--- config.mk ---
export PLATFORM = sky130hd
export DESIGN_NAME = irrigation_zone_sequencer_flat
export DESIGN_NICKNAME = d
export VERILOG_FILES = /design/src/rtl/irrigation_zone_sequencer_if.sv /design/src/rtl/irrigation_zone_sequencer.sv /design/src/flat_wrapper.sv
export SDC_FILE = /design/constraint.sdc
export NUM_CORES = 1
export LEC_CHECK = 0
export ABC_AREA = 0
export BUFFER_PORTS_ARGS = -buffer_cell sky130_fd_sc_hd__buf_2
export CAP_MARGIN = 20
export CORE_MARGIN = 1
export CORE_UTILIZATION = 45
export DETAILED_ROUTE_END_ITERATION = 8
export PLACE_DENSITY_LB_ADDON = 0.25
export REMOVE_ABC_BUFFERS = 1
export SYNTH_ARGS = -nofsm -noshare
export SYNTH_HDL_FRONTEND = slang
export SYNTH_SLANG_ARGS = --single-unit
export TNS_END_PERCENT = 10
--- constraint.sdc ---
create_clock -name clk_i -period 8 [get_ports clk_i]
set_clock_uncertainty 0.15 [all_clocks]
set_input_delay 0.4 -clock clk_i [delete_from_list [all_inputs] [get_ports clk_i]]
set_output_delay 0.4 -clock clk_i [all_outputs]
set_load 0.005 [all_outputs]
--- src/rtl/irrigation_zone_sequencer_if.sv ---
// Bundle between the decision logic and the zone sequencer: requests in, valve drives and status out.
// master = request source / valve-driver side, slave = the sequencer.
interface irrigation_zone_sequencer_if #(
    parameter int ZONES = 4
);
    localparam int ZW = $clog2(ZONES);

    logic             enable_i;
    logic [ZONES-1:0] sprinkler_req_i;
    logic [ZONES-1:0] drip_req_i;
    logic [ZONES-1:0] sprinkler_valve_o;
    logic [ZONES-1:0] drip_valve_o;
    logic [ZW-1:0]    active_zone_o;
    logic [1:0]       status_o;
    logic             busy_o;
    logic [ZONES-1:0] fault_o;

    modport master (
        output enable_i, sprinkler_req_i, drip_req_i,
        input  sprinkler_valve_o, drip_valve_o, active_zone_o, status_o, busy_o, fault_o
    );

    modport slave (
        input  enable_i, sprinkler_req_i, drip_req_i,
        output sprinkler_valve_o, drip_valve_o, active_zone_o, status_o, busy_o, fault_o
    );
endinterface

--- src/rtl/irrigation_zone_sequencer.sv ---
// Round-robin multi-zone valve sequencer, one valve open at a time; IRRIG_DEAD_TIME_EN stretches CLOSE to DEAD_CYCLES.
// Latency: request seen in IDLE -> SELECT next edge -> valve open after the following edge; all outputs registered.
// Backpressure: none; valve drivers always accept, requests are level-sampled every cycle.
module irrigation_zone_sequencer #(
    parameter int ZONES         = 4,
    parameter int MIN_ON_CYCLES = 8,
    parameter int MAX_ON_CYCLES = 64,
    parameter int CNT_W         = 8,
    parameter int DEAD_CYCLES   = 2
) (
    input  logic                        clk_i,
    input  logic                        rst_n_i,
    irrigation_zone_sequencer_if.slave  bus
);
    localparam int ZW = $clog2(ZONES);

    localparam logic [1:0] ST_IDLE  = 2'b00;
    localparam logic [1:0] ST_SPR   = 2'b01;
    localparam logic [1:0] ST_DRIP  = 2'b10;
    localparam logic [1:0] ST_TRANS = 2'b11;

    if (ZONES < 2 || ZONES > 16 || MIN_ON_CYCLES < 1 || MAX_ON_CYCLES < MIN_ON_CYCLES ||
        DEAD_CYCLES < 1 || (MAX_ON_CYCLES - 1) >= (1 << CNT_W)) begin : g_bad_params
        $error("irrigation_zone_sequencer: illegal parameter set");
    end

    typedef enum logic [1:0] {IDLE, SELECT, OPEN, CLOSE} state_t;

    state_t           state;
    logic [ZW-1:0]    ptr;
    logic             first_sel;
    logic [ZW-1:0]    zone_q;
    logic             mode_spr;
    logic [CNT_W-1:0] on_cnt;
    logic [ZONES-1:0] spr_valve_q;
    logic [ZONES-1:0] drip_valve_q;
    logic [1:0]       status_q;
    logic             busy_q;
    logic [ZONES-1:0] fault_q;

`ifdef IRRIG_DEAD_TIME_EN
    localparam int DW = $clog2(DEAD_CYCLES + 1);
    logic [DW-1:0] dead_cnt;
`endif

    logic [ZONES-1:0]   spr_req;
    logic [ZONES-1:0]   drip_req;
    logic [ZONES-1:0]   eligible;
    logic [ZONES-1:0]   conflict;
    logic               enable;

    assign enable   = bus.enable_i;
    assign spr_req  = bus.sprinkler_req_i;
    assign drip_req = bus.drip_req_i;
    assign conflict = spr_req & drip_req;
    assign eligible = spr_req ^ drip_req;

    // Rotate eligibility so the scan always begins at bit 0 of elig_rot.
    logic [ZW-1:0]      scan_start;
    logic [2*ZONES-1:0] elig_rot;
    logic [ZW-1:0]      pick;
    logic               hit;

    always_comb begin
        scan_start = '0;
        if (!first_sel && ptr != ZW'(ZONES - 1)) begin
            scan_start = ptr + ZW'(1);
        end
        elig_rot = {eligible, eligible} >> scan_start;
        hit  = 1'b0;
        pick = '0;
        for (int i = 0; i < ZONES; i++) begin
            if (!hit && elig_rot[i]) begin
                hit  = 1'b1;
                pick = ZW'((int'(scan_start) + i) % ZONES);
            end
        end
    end

    logic [ZONES-1:0] pick_mask;
    logic             pick_spr;
    logic             held;
    logic             open_exit;
    logic             close_done;
    logic             restart;

    assign pick_mask = ZONES'(1) << pick;
    assign pick_spr  = spr_req[pick];
    assign held      = mode_spr ? spr_req[zone_q] : drip_req[zone_q];
    // enable drop and conflict bypass the minimum on-time
    assign open_exit = (!held && on_cnt >= CNT_W'(MIN_ON_CYCLES - 1)) ||
                       (on_cnt == CNT_W'(MAX_ON_CYCLES - 1)) ||
                       !enable || conflict[zone_q];
    assign restart   = enable && (|eligible);

`ifdef IRRIG_DEAD_TIME_EN
    assign close_done = (dead_cnt == DW'(DEAD_CYCLES - 1));
`else
    assign close_done = 1'b1;
`endif

    always_ff @(posedge clk_i or negedge rst_n_i) begin
        if (!rst_n_i) begin
            state        <= IDLE;
            ptr          <= '0;
            first_sel    <= 1'b1;
            zone_q       <= '0;
            mode_spr     <= 1'b0;
            on_cnt       <= '0;
            spr_valve_q  <= '0;
            drip_valve_q <= '0;
            status_q     <= ST_IDLE;
            busy_q       <= 1'b0;
            fault_q      <= '0;
`ifdef IRRIG_DEAD_TIME_EN
            dead_cnt     <= '0;
`endif
        end else begin
            fault_q <= conflict;
            case (state)
                IDLE: begin
                    if (restart) begin
                        state    <= SELECT;
                        status_q <= ST_TRANS;
                        busy_q   <= 1'b1;
                    end
                end
                SELECT: begin
                    if (enable && hit) begin
                        state    <= OPEN;
                        zone_q   <= pick;
                        mode_spr <= pick_spr;
                        on_cnt   <= '0;
                        if (pick_spr) begin
                            spr_valve_q <= pick_mask;
                            status_q    <= ST_SPR;
                        end else begin
                            drip_valve_q <= pick_mask;
                            status_q     <= ST_DRIP;
                        end
                    end else begin
                        state    <= IDLE;
                        status_q <= ST_IDLE;
                        busy_q   <= 1'b0;
                    end
                end
                OPEN: begin
                    if (open_exit) begin
                        state        <= CLOSE;
                        spr_valve_q  <= '0;
                        drip_valve_q <= '0;
                        status_q     <= ST_TRANS;
`ifdef IRRIG_DEAD_TIME_EN
                        dead_cnt     <= '0;
`endif
                    end else begin
                        on_cnt <= on_cnt + CNT_W'(1);
                    end
                end
                CLOSE: begin
                    ptr       <= zone_q;
                    first_sel <= 1'b0;
                    if (close_done) begin
                        if (restart) begin
                            state <= SELECT;
                        end else begin
                            state    <= IDLE;
                            status_q <= ST_IDLE;
                            busy_q   <= 1'b0;
                        end
                    end
`ifdef IRRIG_DEAD_TIME_EN
                    else begin
                        dead_cnt <= dead_cnt + DW'(1);
                    end
`endif
                end
                default: begin
                    state    <= IDLE;
                    status_q <= ST_IDLE;
                    busy_q   <= 1'b0;
                end
            endcase
        end
    end

    assign bus.sprinkler_valve_o = spr_valve_q;
    assign bus.drip_valve_o      = drip_valve_q;
    assign bus.active_zone_o     = zone_q;
    assign bus.status_o          = status_q;
    assign bus.busy_o            = busy_q;
    assign bus.fault_o           = fault_q;
endmodule
--- src/flat_wrapper.sv ---
// flat-port wrapper written by rule: the top's interface ports become plain ports
module irrigation_zone_sequencer_flat 
#(
    parameter int ZONES         = 4,
    parameter int MIN_ON_CYCLES = 8,
    parameter int MAX_ON_CYCLES = 64,
    parameter int CNT_W         = 8,
    parameter int DEAD_CYCLES   = 2
)
  (clk_i, rst_n_i, bus_enable_i, bus_sprinkler_req_i, bus_drip_req_i, bus_sprinkler_valve_o, bus_drip_valve_o, bus_active_zone_o, bus_status_o, bus_busy_o, bus_fault_o);
  irrigation_zone_sequencer_if #(.ZONES(ZONES)) bus_i ();
  input  logic clk_i;
  input  logic rst_n_i;
  input wire logic [$bits(bus_i.enable_i)-1:0] bus_enable_i;
  input wire logic [$bits(bus_i.sprinkler_req_i)-1:0] bus_sprinkler_req_i;
  input wire logic [$bits(bus_i.drip_req_i)-1:0] bus_drip_req_i;
  output wire logic [$bits(bus_i.sprinkler_valve_o)-1:0] bus_sprinkler_valve_o;
  output wire logic [$bits(bus_i.drip_valve_o)-1:0] bus_drip_valve_o;
  output wire logic [$bits(bus_i.active_zone_o)-1:0] bus_active_zone_o;
  output wire logic [$bits(bus_i.status_o)-1:0] bus_status_o;
  output wire logic [$bits(bus_i.busy_o)-1:0] bus_busy_o;
  output wire logic [$bits(bus_i.fault_o)-1:0] bus_fault_o;
  assign bus_i.enable_i = bus_enable_i;
  assign bus_i.sprinkler_req_i = bus_sprinkler_req_i;
  assign bus_i.drip_req_i = bus_drip_req_i;
  assign bus_sprinkler_valve_o = bus_i.sprinkler_valve_o;
  assign bus_drip_valve_o = bus_i.drip_valve_o;
  assign bus_active_zone_o = bus_i.active_zone_o;
  assign bus_status_o = bus_i.status_o;
  assign bus_busy_o = bus_i.busy_o;
  assign bus_fault_o = bus_i.fault_o;
  irrigation_zone_sequencer #(.ZONES(ZONES), .MIN_ON_CYCLES(MIN_ON_CYCLES), .MAX_ON_CYCLES(MAX_ON_CYCLES), .CNT_W(CNT_W), .DEAD_CYCLES(DEAD_CYCLES)) u_core (.clk_i(clk_i), .rst_n_i(rst_n_i), .bus(bus_i));
endmodule
==> results.toml <==
[clocking]
htree_levels = 2
clock_latency_ns = 0.28
cts_inserted_buffers = 5
ctsResizeCount = 0
cts_buffer_depth = 2
hold_buffers = 0
clkTransAtPathRegs_ns = 0.06
clockRootBuffer = "clkbuf_8"
cts.sinks = 31
post-cts-setup-buffers = 0
cts_tree = "done"

[die]
initial_utilization_pct = 48.2
fp.dieArea_sq_um = 4270
rows = 22
core_area_sq_um = 3740
die_x_um = 65.3
io_pins = 28
die_h_um = 65.3

[logic_synthesis]
synthArstFlopShare_pct = 100
yosys-top-cells-count = "dfrtp_1 (30), nand2_1 (17), o21ai_0 (17)"
yosysWarnings = 0
ys_types = 44
synth_edf_count = 0
syn_area_sq_um = 1800
synthCells = 177
ys_ff_latch = 31
yosysMostFrequentCell = "dfrtp_1"
synth_top_area_cell = "dfrtp_1"
post_synth.cell_area_avg_sq_um = 10.2
synthAdderAreaFrac_pct = 6.93
synthMuxAreaShare_pct = 8.81
yosysTopAreaCellShare_pct = 41.6
yosys.area_share.simple_pct = 16.7
synthFlopType = "dfrtp_1"
synth_xor_area_share_pct = 2.43
synth_compound_area_share_pct = 18.7
synth_top_family_by_area = "compound AO/OA/AOI/OAI gates"
synth_area_leaders = "dfrtp_1 (42%), ha_1 (6.9%), o21ai_0 (4.7%)"
yosysSeqAreaShare_pct = 43.1

[pwr]
p_leak_nw = 1.00
powerDensity_nw_per_um2 = 303
ir_drop_mv = 0.214

[sta]
min_period_ns = 2.95
clock.fmax_ghz = 0.339
hold_viol_final = 0
setup_viol_count_final = 0
setup-tns-final_ns = 0
slew_viol_final = 0
layout_setup_ws_ns = 5.05
worst_slew_pin_slew_ns = 0.902
max_slew_margin_pct = 39.3
fin_crit_sh_pct = 36.9
rsz0062_at_grt = "false"

[route]
routed_wl_um = 4130
drt_iter0_markers = 93
route.vias.total = 1486
vias_per_cell = 5.80
post_drt_wl_per_cell_um = 16.1
drt_pass1_iterations = 4
ant_nets = 0
drc_errors = 0

[critical_path]
criticalPathCategory = "register to register"
crit_top_cell = "mux2i_1"
critPathCaptureType = "register"
crit_required_ns = 8.01
arrival_ns = 2.96
path_cells = "ha_1, nor3b_2, mux2i_1, a221oi_2, mux2i_1, mux2_2, a221o_1"
critPathMaxStageDelay_ns = 0.58
slowest_stage = "a221oi_2"
cp_max_fo = 7
critical_path.startpoint_type = "register"

[global_route]
gr-total-overflow = 0
grt_pass1_vias = 1572
antenna_found_initial = 0
track_usage_pct = 23.0
grt_first_pass_wirelength_um = 7270
grt_max_degree = 32

[run]
cap_violations = 0

[cells_and_area]
drive_gt1_share_pct = 20.2
final_area_sq_um = 2080
syn2layout_area_growth_pct = 15.3
fin_util_pct = 55.6
nFillCells = 348
final_nets = 228
antenna_cells = 0
fin_cells = 256

[place]
place_congestion = 0.803
place_hpwl_um = 3010
dp_cells = 248
dp_slack_ns = 4.94
place_area_sq_um = 1980
port_buffers = 27

[worst_hold_path]
hold_path.class = "primary input to asynchronous set/reset pin"

[run_status]
outcome = "completed"
[stage by stage]
stage | hold slack (ns) | power, W
2_1_floorplan | -0.0456 | 0.000411
3_3_place_gp | 0.323 | 0.000483
3_5_place_dp | 0.343 | 0.000496
4_1_cts | 0.0345 | 0.000634
5_1_grt | 0.0707 | 0.000684
6_report | 0.0212 | 0.000629
[layout make-up]
class / instances / area, sq um / share of cell area (%)
well taps: 48 / 60.1 / 2.89
repair buffers: 27 / 135 / 6.49
clock buffers: 8 / 100 / 4.81
inverters: 11 / 41.3 / 1.98
multi-input cells: 131 / 967 / 46.5
flip-flops and latches: 31 / 777 / 37.3
[state kept, by name, indices dropped and copies added (netlist names), named ones only]
name and flops:
u_core.ptr 2, u_core.first_sel 1, u_core.bus.active_zone_o 2, u_core.bus.fault_o 4
u_core.bus.status_o 2, u_core.on_cnt 8, u_core.bus.busy_o 1, u_core.state 1
u_core.bus.sprinkler_valve_o 4, u_core.bus.drip_valve_o 4, u_core.mode_spr 1
[final timing paths]
path | start | to | slack, ns | cells past startpoint
max reg2reg | u_core.ptr[0] | u_core.bus.status_o[1] | 5.05 | 7
min reg2reg | u_core.on_cnt[0] | u_core.on_cnt[0] | 0.37 | 1
min | rst_n_i | u_core.on_cnt[7] | 0.02 | 1
max | u_core.ptr[0] | u_core.bus.status_o[1] | 5.05 | 7
min in group clk_i | bus_drip_req_i[1] | u_core.bus.fault_o[1] | 0.27 | 2
max in group asynchronous | rst_n_i | u_core.bus.sprinkler_valve_o[0] | 7.23 | 1
[worst max-delay path: cells and delay by family, from the launching register on]
kind            cells  cell delay [ns]
fa+ha+maj           1             0.35
simple gates        1             0.28
flops               1             0.45
compound gates      2             0.92
mux                 3             0.68
[layer usage]
metal,share of wire [%],vias to the layer above,wire length (um),GRT usage [%]
li1,-,719,-,-
met1,46,715,1880,29.0
met2,49,45,2020,36.5
met3,4.1,7,168,8.16
met4,1.4,0,57,7.61
met5,0,-,0,0
[cells by family (layout without fill, tap and decap cells)]
kind of cell / after synthesis / count (layout)
multiplexers: 11 / 11
XOR/XNOR: 5 / 5
flip-flops: 31 / 31
AO/OA/AOI/OAI: 47 / 47
AND/OR/NAND/NOR: 58 / 58
buffers and inverters: 15 / 46
adder cells (fa/ha/maj): 10 / 10
[power breakdown]
group / switching, W / total, W / internal [W]
sequential: 0.0000334 / 0.000225 / 0.000192
combinational: 0.000158 / 0.000271 / 0.000113
clock: 0.0000547 / 0.000133 / 0.0000784
total: 0.000247 / 0.000629 / 0.000383
[cell usage in the layout (no fill, tap or decap), types with 3 or more instances in the layout]
cell      synthesis  routed
o31ai_1           3       3
a211oi_1          3       3
mux2i_1           5       5
dfrtp_1          30      30
clkbuf_8          0       7
buf_2             0      27
and3_1            3       3
o21ai_0          17      17
and2_1            3       3
inv_1            11      11
or3_1             4       4
ha_1             10      10
a32oi_1           7       7
nor2_1           14      14
nand2_1          17      17
xor2_1            5       5
nand3_1           4       4
nor3_1            3       3
No activity file was read; power rests on OpenSTA's default activity.
